==> src/rtl/pc_sequencer.sv <==
// Fetch-stage program counter sequencer: holds and steps the PC, and resolves
// branch/call/return through an external branch-target LUT and a circular return-address stack.
module pc_sequencer #(
  parameter int D         = 10,
  parameter int LUT_AW    = 8,
  parameter int RAS_DEPTH = 4
) (
  input  logic              clk,
  input  logic              reset_n,
  input  logic              start,
  input  logic              stall,
  input  logic              branch_en,
  input  logic              call_en,
  input  logic              ret_en,
  input  logic              halt_en,
  input  logic [LUT_AW-1:0] lut_idx,
  output logic [LUT_AW-1:0] lut_addr,
  input  logic [D-1:0]      lut_target,
  output logic [D-1:0]      pc,
  output logic              running,
  output logic              done,
  output logic              ras_err
);

  localparam int PW = $clog2(RAS_DEPTH);
  localparam int CW = $clog2(RAS_DEPTH + 1);

  typedef enum logic [1:0] {IDLE, RUN, HALTED} state_e;

  state_e          state_q, state_d;
  logic [D-1:0]    pc_q, pc_d;
  logic            done_q, done_d;
  logic            err_q, err_d;
  logic [PW-1:0]   sp_q, sp_d;
  logic [CW-1:0]   cnt_q, cnt_d;
  logic [D-1:0]    stack_q [RAS_DEPTH];
  logic [D-1:0]    stack_d [RAS_DEPTH];
  logic [D-1:0]    pc_inc;

  assign lut_addr = lut_idx;
  assign pc_inc   = pc_q + D'(1);

  // sp_q points at the next free slot; a full-stack push lands on the oldest entry.
  always_comb begin
    state_d = state_q;
    pc_d    = pc_q;
    done_d  = 1'b0;
    err_d   = err_q;
    sp_d    = sp_q;
    cnt_d   = cnt_q;
    stack_d = stack_q;
    case (state_q)
      IDLE, HALTED: begin
        if (start) begin
          state_d = RUN;
          pc_d    = '0;
          sp_d    = '0;
          cnt_d   = '0;
          err_d   = 1'b0;
        end
      end
      RUN: begin
        if (!stall) begin
          if (halt_en) begin
            state_d = HALTED;
            done_d  = 1'b1;
          end else if (ret_en) begin
            if (cnt_q != '0) begin
              pc_d  = stack_q[sp_q - PW'(1)];
              sp_d  = sp_q - PW'(1);
              cnt_d = cnt_q - CW'(1);
            end else begin
              err_d   = 1'b1;
              state_d = HALTED;
              done_d  = 1'b1;
            end
          end else if (call_en) begin
            stack_d[sp_q] = pc_inc;
            sp_d          = sp_q + PW'(1);
            if (cnt_q == CW'(RAS_DEPTH)) err_d = 1'b1;
            else                         cnt_d = cnt_q + CW'(1);
            pc_d = lut_target;
          end else if (branch_en) begin
            pc_d = lut_target;
          end else begin
            pc_d = pc_inc;
          end
        end
      end
      default: state_d = IDLE;
    endcase
  end

  always_ff @(posedge clk or negedge reset_n) begin
    if (!reset_n) begin
      state_q <= IDLE;
      pc_q    <= '0;
      done_q  <= 1'b0;
      err_q   <= 1'b0;
      sp_q    <= '0;
      cnt_q   <= '0;
      for (int i = 0; i < RAS_DEPTH; i++) stack_q[i] <= '0;
    end else begin
      state_q <= state_d;
      pc_q    <= pc_d;
      done_q  <= done_d;
      err_q   <= err_d;
      sp_q    <= sp_d;
      cnt_q   <= cnt_d;
      stack_q <= stack_d;
    end
  end

  assign pc      = pc_q;
  assign running = (state_q == RUN);
  assign done    = done_q;
  assign ras_err = err_q;

endmodule

==> config.mk <==
export PLATFORM = sky130hd
export DESIGN_NAME = pc_sequencer
export DESIGN_NICKNAME = d
export VERILOG_FILES = /design/src/rtl/pc_sequencer.sv
export SDC_FILE = /design/constraint.sdc
export NUM_CORES = 1
export LEC_CHECK = 0
export ABC_AREA = 1
export BUFFER_PORTS_ARGS = -buffer_cell sky130_fd_sc_hd__buf_2
export CORE_AREA = 2 2 63 110
export DETAILED_ROUTE_END_ITERATION = 8
export DIE_AREA = 0 0 65 112
export PLACE_DENSITY = 0.75
export SETUP_SLACK_MARGIN = 0.3
export SLEW_MARGIN = 20
export SYNTH_ARGS = -nofsm -noshare
export SYNTH_HDL_FRONTEND = slang
export SYNTH_SLANG_ARGS = --single-unit
==> constraint.sdc <==
create_clock -name clk -period 2.88 [get_ports clk]
set_clock_uncertainty 0.1 [all_clocks]
set_input_delay 0.144 -clock clk [delete_from_list [all_inputs] [get_ports clk]]
set_output_delay 0.144 -clock clk [all_outputs]
set_load 0.005 [all_outputs]
; Word level (Yosys, flattened, before mapping)
; Cells that the tools add are included.
[word_totals]
reg_bits = 59
inputBits = 26
output_inout_bits = 21
word_cells = 95
[classes]
n_addsub = 5
magnitude_cmp = 3
eq_ne = 13
mux = 48
n_bitwise = 5
reduce_logical = 11
[op_table]
columns = op, n
row1 = 10-bit two-way mux, 10
row2 = 40-bit bitwise mux, 1
row3 = 2-bit two-way mux, 11
row4 = 3-bit two-way mux, 7
row5 = 10-bit binary-select mux with 2-bit select, 1
row6 = 10-bit demux with 2-bit select, 1
row7 = 10-bit one-hot mux with 2 select lines, 1
row8 = 3-bit inequality test (second input constant), 5
row9 = 7-bit AND reduction, 2
row10 = 1-bit two-way mux, 12
row11 = 10-bit by 1-bit adder with 10-bit output (second input constant), 1
row12 = 5-bit AND reduction, 2
row13 = 2-bit one-hot mux with 2 select lines, 2
row14 = 3-bit >= comparator (second input constant), 2
row15 = 2-bit inequality test (second input constant), 3
row16 = 3-bit by 2-bit inequality test with 1-bit output (second input constant), 2
row17 = 2-bit NOT with 3-bit output, 2
row18 = 3-bit one-hot mux with 2 select lines, 1
row19 = 6-bit AND reduction, 1
row20 = 4-bit AND reduction, 1
row21 = 3-bit by 1-bit adder with 3-bit output (second input constant), 1
row22 = 3-bit equality test (second input constant), 1
row23 = 3-bit by 1-bit less-than comparator with 1-bit output (second input constant), 1
row24 = 1-bit NOT, 3
row25 = 11 further kinds, 11

; Longest topological paths before layout
; Gate-level depths: netlist of the first run.
[depth]
ltp_word = 10
depth_mapped = 10
ltp_nobuf = 9

; Worst setup path after synthesis of the first run
; OpenSTA, ideal clock, no wires.
[synth_timing]
kind = register -> register
startpoint = reg sp_q[0]
endpoint = reg pc_q[7], in the netlist pc[7]
setup_time_ns = 0.120
arrival_ns = 1.728
required_time_ns = 2.660
setup_slack_ns = 0.932
path_stages_with_launch = 10
path_buffers = 2
synth_period_minus_slack_ns = 1.948
cell_sequence = dfrtp_1 inv_1 clkbuf_1 ha_1 clkbuf_1 nand3_1 nand2_1 nor2_1 nor2_1 a21oi_2
[synth_via]
elab_chain_len = 10
[synth_lines]
columns = item, line_no
row1 = "start, declared", 34  ; logic [PW-1:0] sp_q, sp_d;
row2 = "start signal, assigned", 108  ; sp_q <= sp_d;
row3 = 2-bit by 1-bit subtractor with 2-bit output, 69  ; pc_d = stack_q[sp_q - PW'(1)];
row4 = 2-bit NOT with 3-bit output (implied by the code), 69
row5 = 10-bit binary-select mux with 2-bit select, 69
row6 = 10-bit two-way mux (implied by the code) (2 in a row), 69
row7 = 10-bit two-way mux, 68  ; if (cnt_q != '0) begin
row8 = 10-bit two-way mux, 67  ; end else if (ret_en) begin
row9 = 10-bit two-way mux, 64  ; if (halt_en) begin
row10 = 10-bit two-way mux, 63  ; if (!stall) begin
row11 = 10-bit one-hot mux with 2 select lines, 52  ; case (state_q)
row12 = "end signal, assigned", 105  ; pc_q <= pc_d;
row13 = "end, declared", 31  ; logic [D-1:0] pc_q, pc_d;
; No other way between the ends. The select of a mux whose other input is x is not followed.
; A chain may end at the register's enable or synchronous reset.

; Final worst setup path of the first run
[layout_timing]
startpoint = reg state_q[1]
endpoint = reg pc_q[8], in the netlist pc[8]
[layout_via]
elab_chain_len = 4
elab_cells_between_ends = 11
classes_between = eq/ne: 6 / mux: 1 / reduce/logical: 4
[layout_lines]
columns = item, line_no
row1 = "start, declared", 30  ; state_e state_q, state_d;
row2 = "start signal, assigned", 104  ; state_q <= state_d;
row3 = 2-bit equality test / 2-bit zero test (equally long branches), 52
row4 = 2-bit OR reduction, 52
row5 = 2-bit inequality test (no source line) / 2-bit nonzero test (equally long branches), n/a
row6 = 5-bit AND reduction (no source line), n/a
; Several ways; a longest one is shown, not always the timed one.

==> run metrics, run 1 <==
first-pass GRT wire length=14380 um; Diodes inserted=0; antenna violations before repair=0; Die Ht=112 um; fin. max-slew vios=0; H-tree depth=3; gr usage total=0.2633; core area=6392 sq um; final worst path period share=0.6678; worst hold slack=0.04131 ns; Clock Sink Count=59; final instance area=3886 sq um; Synth Area in Adders=0.02403; post-CTS resize count=0; DR vias/cell=5.464; worst setup path end=pc[8]; Mapped Area=3436 sq um; Lkg Pwr=2.033 nW; max-cap violation count=0; area leader, netlist=dfrtp_1; R2R Setup Slk=0.96 ns; Post-CTS Setup Repair Bufs=0; clock slew at reported path FFs=0.05 ns; Max stage delay on crit path=0.64 ns; Port Buffers=30; Worst VDD drop=0.0008185 V; DRT iter0 DRCs=272; Critical Path AT=2.09 ns; Area Overhead vs Synth=13.11%; worst-path maximum fanout=11; WL final=8691 um; fin cells=562; # fillers=560; CTS tree=built; dpl cell area=3581 sq um; critical setup path kind=reg2reg; maximum clock rate=0.5200 GHz; total CTS buffers=9; post-synthesis compound-gate area fraction=0.1165; layout cell share with drive strength beyond 1=0.1479; Yosys top cell area share=0.4297; hold violation total from the final report=0; post-synthesis register bit count=59; clk_lat worst skew=0.34 ns; fin crit period=1.923 ns; vias after detailed routing=3071; largest family of logic cells by synthesized area=simple AND/OR/NAND/NOR gates; Die X=65 um; vias in the first global route=3175; Rows=39; syn_nets=481; Critical R2R Capture=pc[8]; Setup crit start=state_q[1]; Crit-path slowest cell=nor2_1; Pwr per Cell Area=1097 nW/um^2; Placer Congestion=0.8908; dpl cells=546; proportion of synthesized area in mux cells=0; drt drc=0; final setup fails=0; worst min-delay path category=in2reg; Die Footprint=7280 sq um; outcome=complete, no violations; DRT antenna net count=0; Synth area leaders=dfrtp_1 43%, nand2_1 15%, nor2_1 6.6%, nand3_1 4.8%, inv_1 4.4%; endpoint class of the critical path=register; Initial Utilization=0.5375; post-DP HPWL=6160 um; setup_tns=0 ns; Top cell by count, worst path=nor2_1; XOR/XNOR share of the synthesized area=0.005098; Yosys warning count=0; Setup crit start kind=register; unrepaired setup endpoints after global routing=no; CP cell instances=inv_1 > nand2_4 > nor2_1 > nand2_1 > nor2_1 > nor2_1 > a21boi_1; WP data required=3.05 ns; relative max-transition margin=0.4389; final global-route overflow total=0; Max Root-Sink Buffers=2; Core Util, Final=0.6079; final net count=508; hold_buf cts=1; WL/cell=15.46 um; Mapped Avg Cell Area=7.652 sq um; distinct cell type count after synthesis=33; Synth Area in Simple Gates=0.3318; r2r worst-path depth=7; Worst R2R Start=state_q[1]; First-pass DRT Iterations=4; sequential share of the synthesized area=0.4297; cell depth of the worst hold path=5; Syn Inst Count=449; pin count of the biggest net entering global routing=36; Worst Tran Pin Value=0.8416 ns; Top Ports=47; clk root buf=clkbuf_16
==> layout make-up <==
cell class              count  area (sq um)  share of cell area
clock buffers              13         260.3             0.06697
clock inverters             2         35.03            0.009015
inverters                  44         166.4             0.04282
multi-input cells         325          1640              0.4221
flip-flops and latches     59          1476              0.3799
well taps                  82         102.6             0.02640
repair buffers             37         205.2             0.05280
==> cells in the mapped netlist (all sizes together) <==
master and number:
a21boi 5, a21oi 16, a31oi 20, buf 16, clkbuf 5, clkinv 1, dfrtp 59, fa 1
ha 5, inv 43, nand2 139, nand3 35, nand3b 1, nand4 2, nor2 67, nor3 1
o21a 1, o21ai 28, or2 2, xor2 2
==> report_power, final <==
part / switching, mW / internal [mW] / leakage (nW)
logic: 1.12 / 0.626 / 1.14
registers: 0.270 / 1.17 / 0.748
clock network: 0.361 / 0.709 / 0.146
total: 1.75 / 2.51 / 2.03
==> state kept, by name, indices dropped and copies added (netlist names) <==
signal	count
cnt_q	3
stack_q	40
done	1
state_q	2
ras_err	1
pc	10
sp_q	2
==> worst max-delay path: cells and delay by family (launching register included) <==
family                 cells  cell delay [ns]
and+or+nand+nor            5             1.03
DFF                        1             0.44
AOI/OAI and AO/OA          1             0.14
buffers and inverters      1             0.13
==> worst min-delay path by stage <==
stage | end | start | slack (ns)
floorplan | cnt_q[0] | reset_n | -0.25
global placement | stack_q[20] | reset_n | 0.19
detailed placement | lut_addr[5] | lut_idx[5] | 0.19
CTS | pc[0] | lut_target[0] | 0.04
global route | pc[0] | lut_target[0] | 0.1
finish | pc[0] | lut_target[0] | 0.04
==> per-stage QoR <==
| step | power [mW] | worst slack (ns) |
|---|---|---|
| after floorplan | 2.707 | 0.9323 |
| after global placement | 3.126 | 0.9770 |
| after detailed placement | 3.180 | 0.9711 |
| after CTS | 4.270 | 0.9581 |
| after global routing | 4.574 | 0.7523 |
| final | 4.263 | 0.9568 |
==> cells by family (layout without fill, tap and decap cells) <==
group	Yosys count	after routing
AO/OA/AOI/OAI	70	70
XOR/XNOR	2	2
adder cells (fa/ha/maj)	6	6
buffers and inverters	65	96
flip-flops	59	59
AND/OR/NAND/NOR	247	247
==> cells in the final DEF, fill, tap and decap left out, drive strengths merged, types with 13 or more instances in the layout <==
cell,Yosys,final
nor2,67,67
a21oi,16,16
inv,43,43
o21ai,28,28
a31oi,20,20
clkbuf,5,13
dfrtp,59,59
nand2,139,139
buf,16,36
nand3,35,35
==> layer usage <==
layer	up-vias	track usage	share of wire
li1	1487	-	-
met1	1465	0.2693	0.37
met2	95	0.4701	0.54
met3	24	0.06263	0.050
met4	0	0.1560	0.037
met5	-	0	0
Power figures use the tool's default switching activity.
==> run 2: changes to the inputs <==
--- a/config.mk
+++ b/config.mk
@@ -7,10 +7,10 @@
 export LEC_CHECK = 0
 export ABC_AREA = 1
 export BUFFER_PORTS_ARGS = -buffer_cell sky130_fd_sc_hd__buf_2
-export CORE_AREA = 2 2 63 110
+export CORE_AREA = 2 2 65 113
 export DETAILED_ROUTE_END_ITERATION = 8
-export DIE_AREA = 0 0 65 112
-export PLACE_DENSITY = 0.75
+export DIE_AREA = 0 0 67 115
+export PLACE_DENSITY = 0.74
 export SETUP_SLACK_MARGIN = 0.3
 export SLEW_MARGIN = 20
 export SYNTH_ARGS = -nofsm -noshare
==> constraint.sdc (replaced) <==
create_clock -name clk -period 1.7 [get_ports clk]
set_clock_uncertainty 0.1 [all_clocks]
set_input_delay 0.085 -clock clk [delete_from_list [all_inputs] [get_ports clk]]
set_output_delay 0.085 -clock clk [all_outputs]
set_load 0.005 [all_outputs]
==> run 2 against run 1 <==
  * Critical path depth increased by 1
  * Largest cell class unchanged
  * Global-route usage is 2.8 points higher
  * Combinational power grew to 2.6 times the previous value
  * Sequential share of layout area shrank 6.6 points
  * Setup slack got worse by 0.86 ns
  * Critical path type unchanged
  * Design area increased by 21%
==> run metrics, run 2 (same netlist as run 1, synthesis figures left out) <==
outcome=complete, no violations; DRT antenna net count=0; drt drc=0; routed length on met3=578 um; Area Overhead vs Synth=37.04%; final net count=558; Critical Path AT=1.77 ns; endpoint class of the critical path=register; core area=6807 sq um; pin count of the biggest net entering global routing=60; unrepaired setup endpoints after global routing=yes; vias in the first global route=3426; CTS tree=built; first-pass GRT wire length=16280 um; critical setup path kind=reg2reg; Worst VDD drop=0.001369 V; hold violation total from the final report=0; vias after detailed routing=3398; worst min-delay path category=in2reg; gr usage total=0.2914; layout cell share with drive strength beyond 1=0.3409; most frequent cells in the layout=118 x nand2_1, 57 x dfrtp_1, 51 x nor2_1; commonest non-fill, non-tap cell in the layout=nand2_1; First-pass DRT Iterations=5; fin. max-slew vios=0; Top Ports=47; total CTS buffers=9; final global-route overflow total=0; maximum clock rate=0.6226 GHz; max-cap violation count=0; Top cell by count, worst path=nor2_1; Lkg Pwr=2.385 nW; wire length on met2=5607 um; FF+latch area=1479 sq um; area of the multi-input gates=1867 sq um; Crit-path slowest cell=ha_4; WP data required=1.86 ns; max FFs per register=40; WL/cell=16.87 um; clk_lat worst skew=0.34 ns; Die Ht=115 um; DRT iter0 DRCs=316; final worst path period share=0.9448; Clock Sink Count=59; fin crit period=1.606 ns; DR vias/cell=5.525; Placer Congestion=0.8474; Largest Register=stack_q; # fillers=532; Rows=40; clock slew at reported path FFs=0.06 ns; Initial Utilization=0.5048; antenna violations before repair=0; Diodes inserted=0; WL final=10380 um; wl on met1=3657 um; Max stage delay on crit path=0.39 ns; clk root buf=clkbuf_16; Pwr per Cell Area=1934 nW/um^2; Port Buffers=30; relative max-transition margin=0.7223; Worst Tran Pin Value=0.4152 ns; setup_tns=0 ns; Die Footprint=7705 sq um; Max Root-Sink Buffers=2; post-DP HPWL=6442 um; H-tree depth=3; worst-path maximum fanout=8; CP cell instances=inv_2 > ha_4 > inv_8 > nand3_2 > nand2_1 > nor2_1 > nor2_1 > a21boi_1; Max Used Layer=met4; Setup crit start kind=register; Core Util, Final=0.6917; final setup fails=0; Die X=67 um
run 2: cell types whose count changed in the layout (fill, tap and decap cells not counted), sizes merged:
cell         previous run  this run
buf                    36        82
bufinv                  1         3
clkinv                  2         3
dlygate4sd3             1         2
nor2                   67        68
run 2: per-layer routing:
metal	track usage	up-vias
met2	0.4937	136
met5	0	-
met1	0.3071	1633
li1	-	1592
met4	0.2218	0
met3	0.05871	37
run 2: path summary, 6_finish.rpt:
kind | slack [ns] | endpoint | startpoint | depth (start not counted)
worst min register to register | 0.38 | stack_q[32] | stack_q[32] | 2
worst max-delay path | 0.09 | pc[6] | sp_q[0] | 8
max in group asynchronous | 0.99 | state_q[0] | reset_n | 3
worst min-delay path | 0.04 | pc[9] | lut_target[9] | 5
worst max register to register | 0.09 | pc[6] | sp_q[0] | 8
min in group asynchronous | 0.18 | stack_q[20] | reset_n | 3
run 2: area by class of cell:
cell class | instances | area share
inverters | 44 | 0.04411
multi-input cells | 326 | 0.3965
repair buffers | 86 | 0.1501
flip-flops and latches | 59 | 0.3141
clock inverters | 5 | 0.02126
well taps | 84 | 0.02232
clock buffers | 11 | 0.05155
run 2: report_power, final:
part,leakage [nW],internal [mW],total [mW],switching (mW)
Combinational,1.47,2.01,4.54,2.53
Clock,0.169,1.46,2.11,0.649
Sequential,0.746,1.99,2.45,0.459
run 2: timing repair:
action / in CTS / in global routing
endpoints found under the hold margin: 60 / 0
pin swaps: 12 / 18
cloned: 1 / 2
hold buffers: 2 / 0
setup buffers: 23 / 5
resized for setup: 24 / 55
endpoints found under the setup margin: 53 / 58
run 2: per-stage QoR:
| step | std cells | power [mW] | instance area (sq um) | hold slack [ns] | setup slack (ns) |
|---|---|---|---|---|---|
| 2_1_floorplan | 449 | 4.752 | 3497 | -0.3106 | 0.1385 |
| 3_3_place_gp | 566 | 5.736 | 3777 | 0.01518 | 0.1025 |
| 3_5_place_dp | 566 | 5.814 | 3777 | 0.01554 | 0.07503 |
| 4_1_cts | 608 | 8.374 | 4437 | 0.03798 | 0.1440 |
| 5_1_grt | 615 | 9.658 | 4708 | 0.07002 | 0.04904 |
| 6_report | 615 | 9.105 | 4708 | 0.03804 | 0.09379 |
run 2: critical path: cells and delay by family, from the launching register on:
kind / cells / cell delay [ns]
AO/OA/AOI/OAI: 1 / 0.13
adder cells (fa/ha/maj): 1 / 0.39
buffers and inverters: 2 / 0.16
flip-flops: 1 / 0.38
AND/OR/NAND/NOR: 4 / 0.37
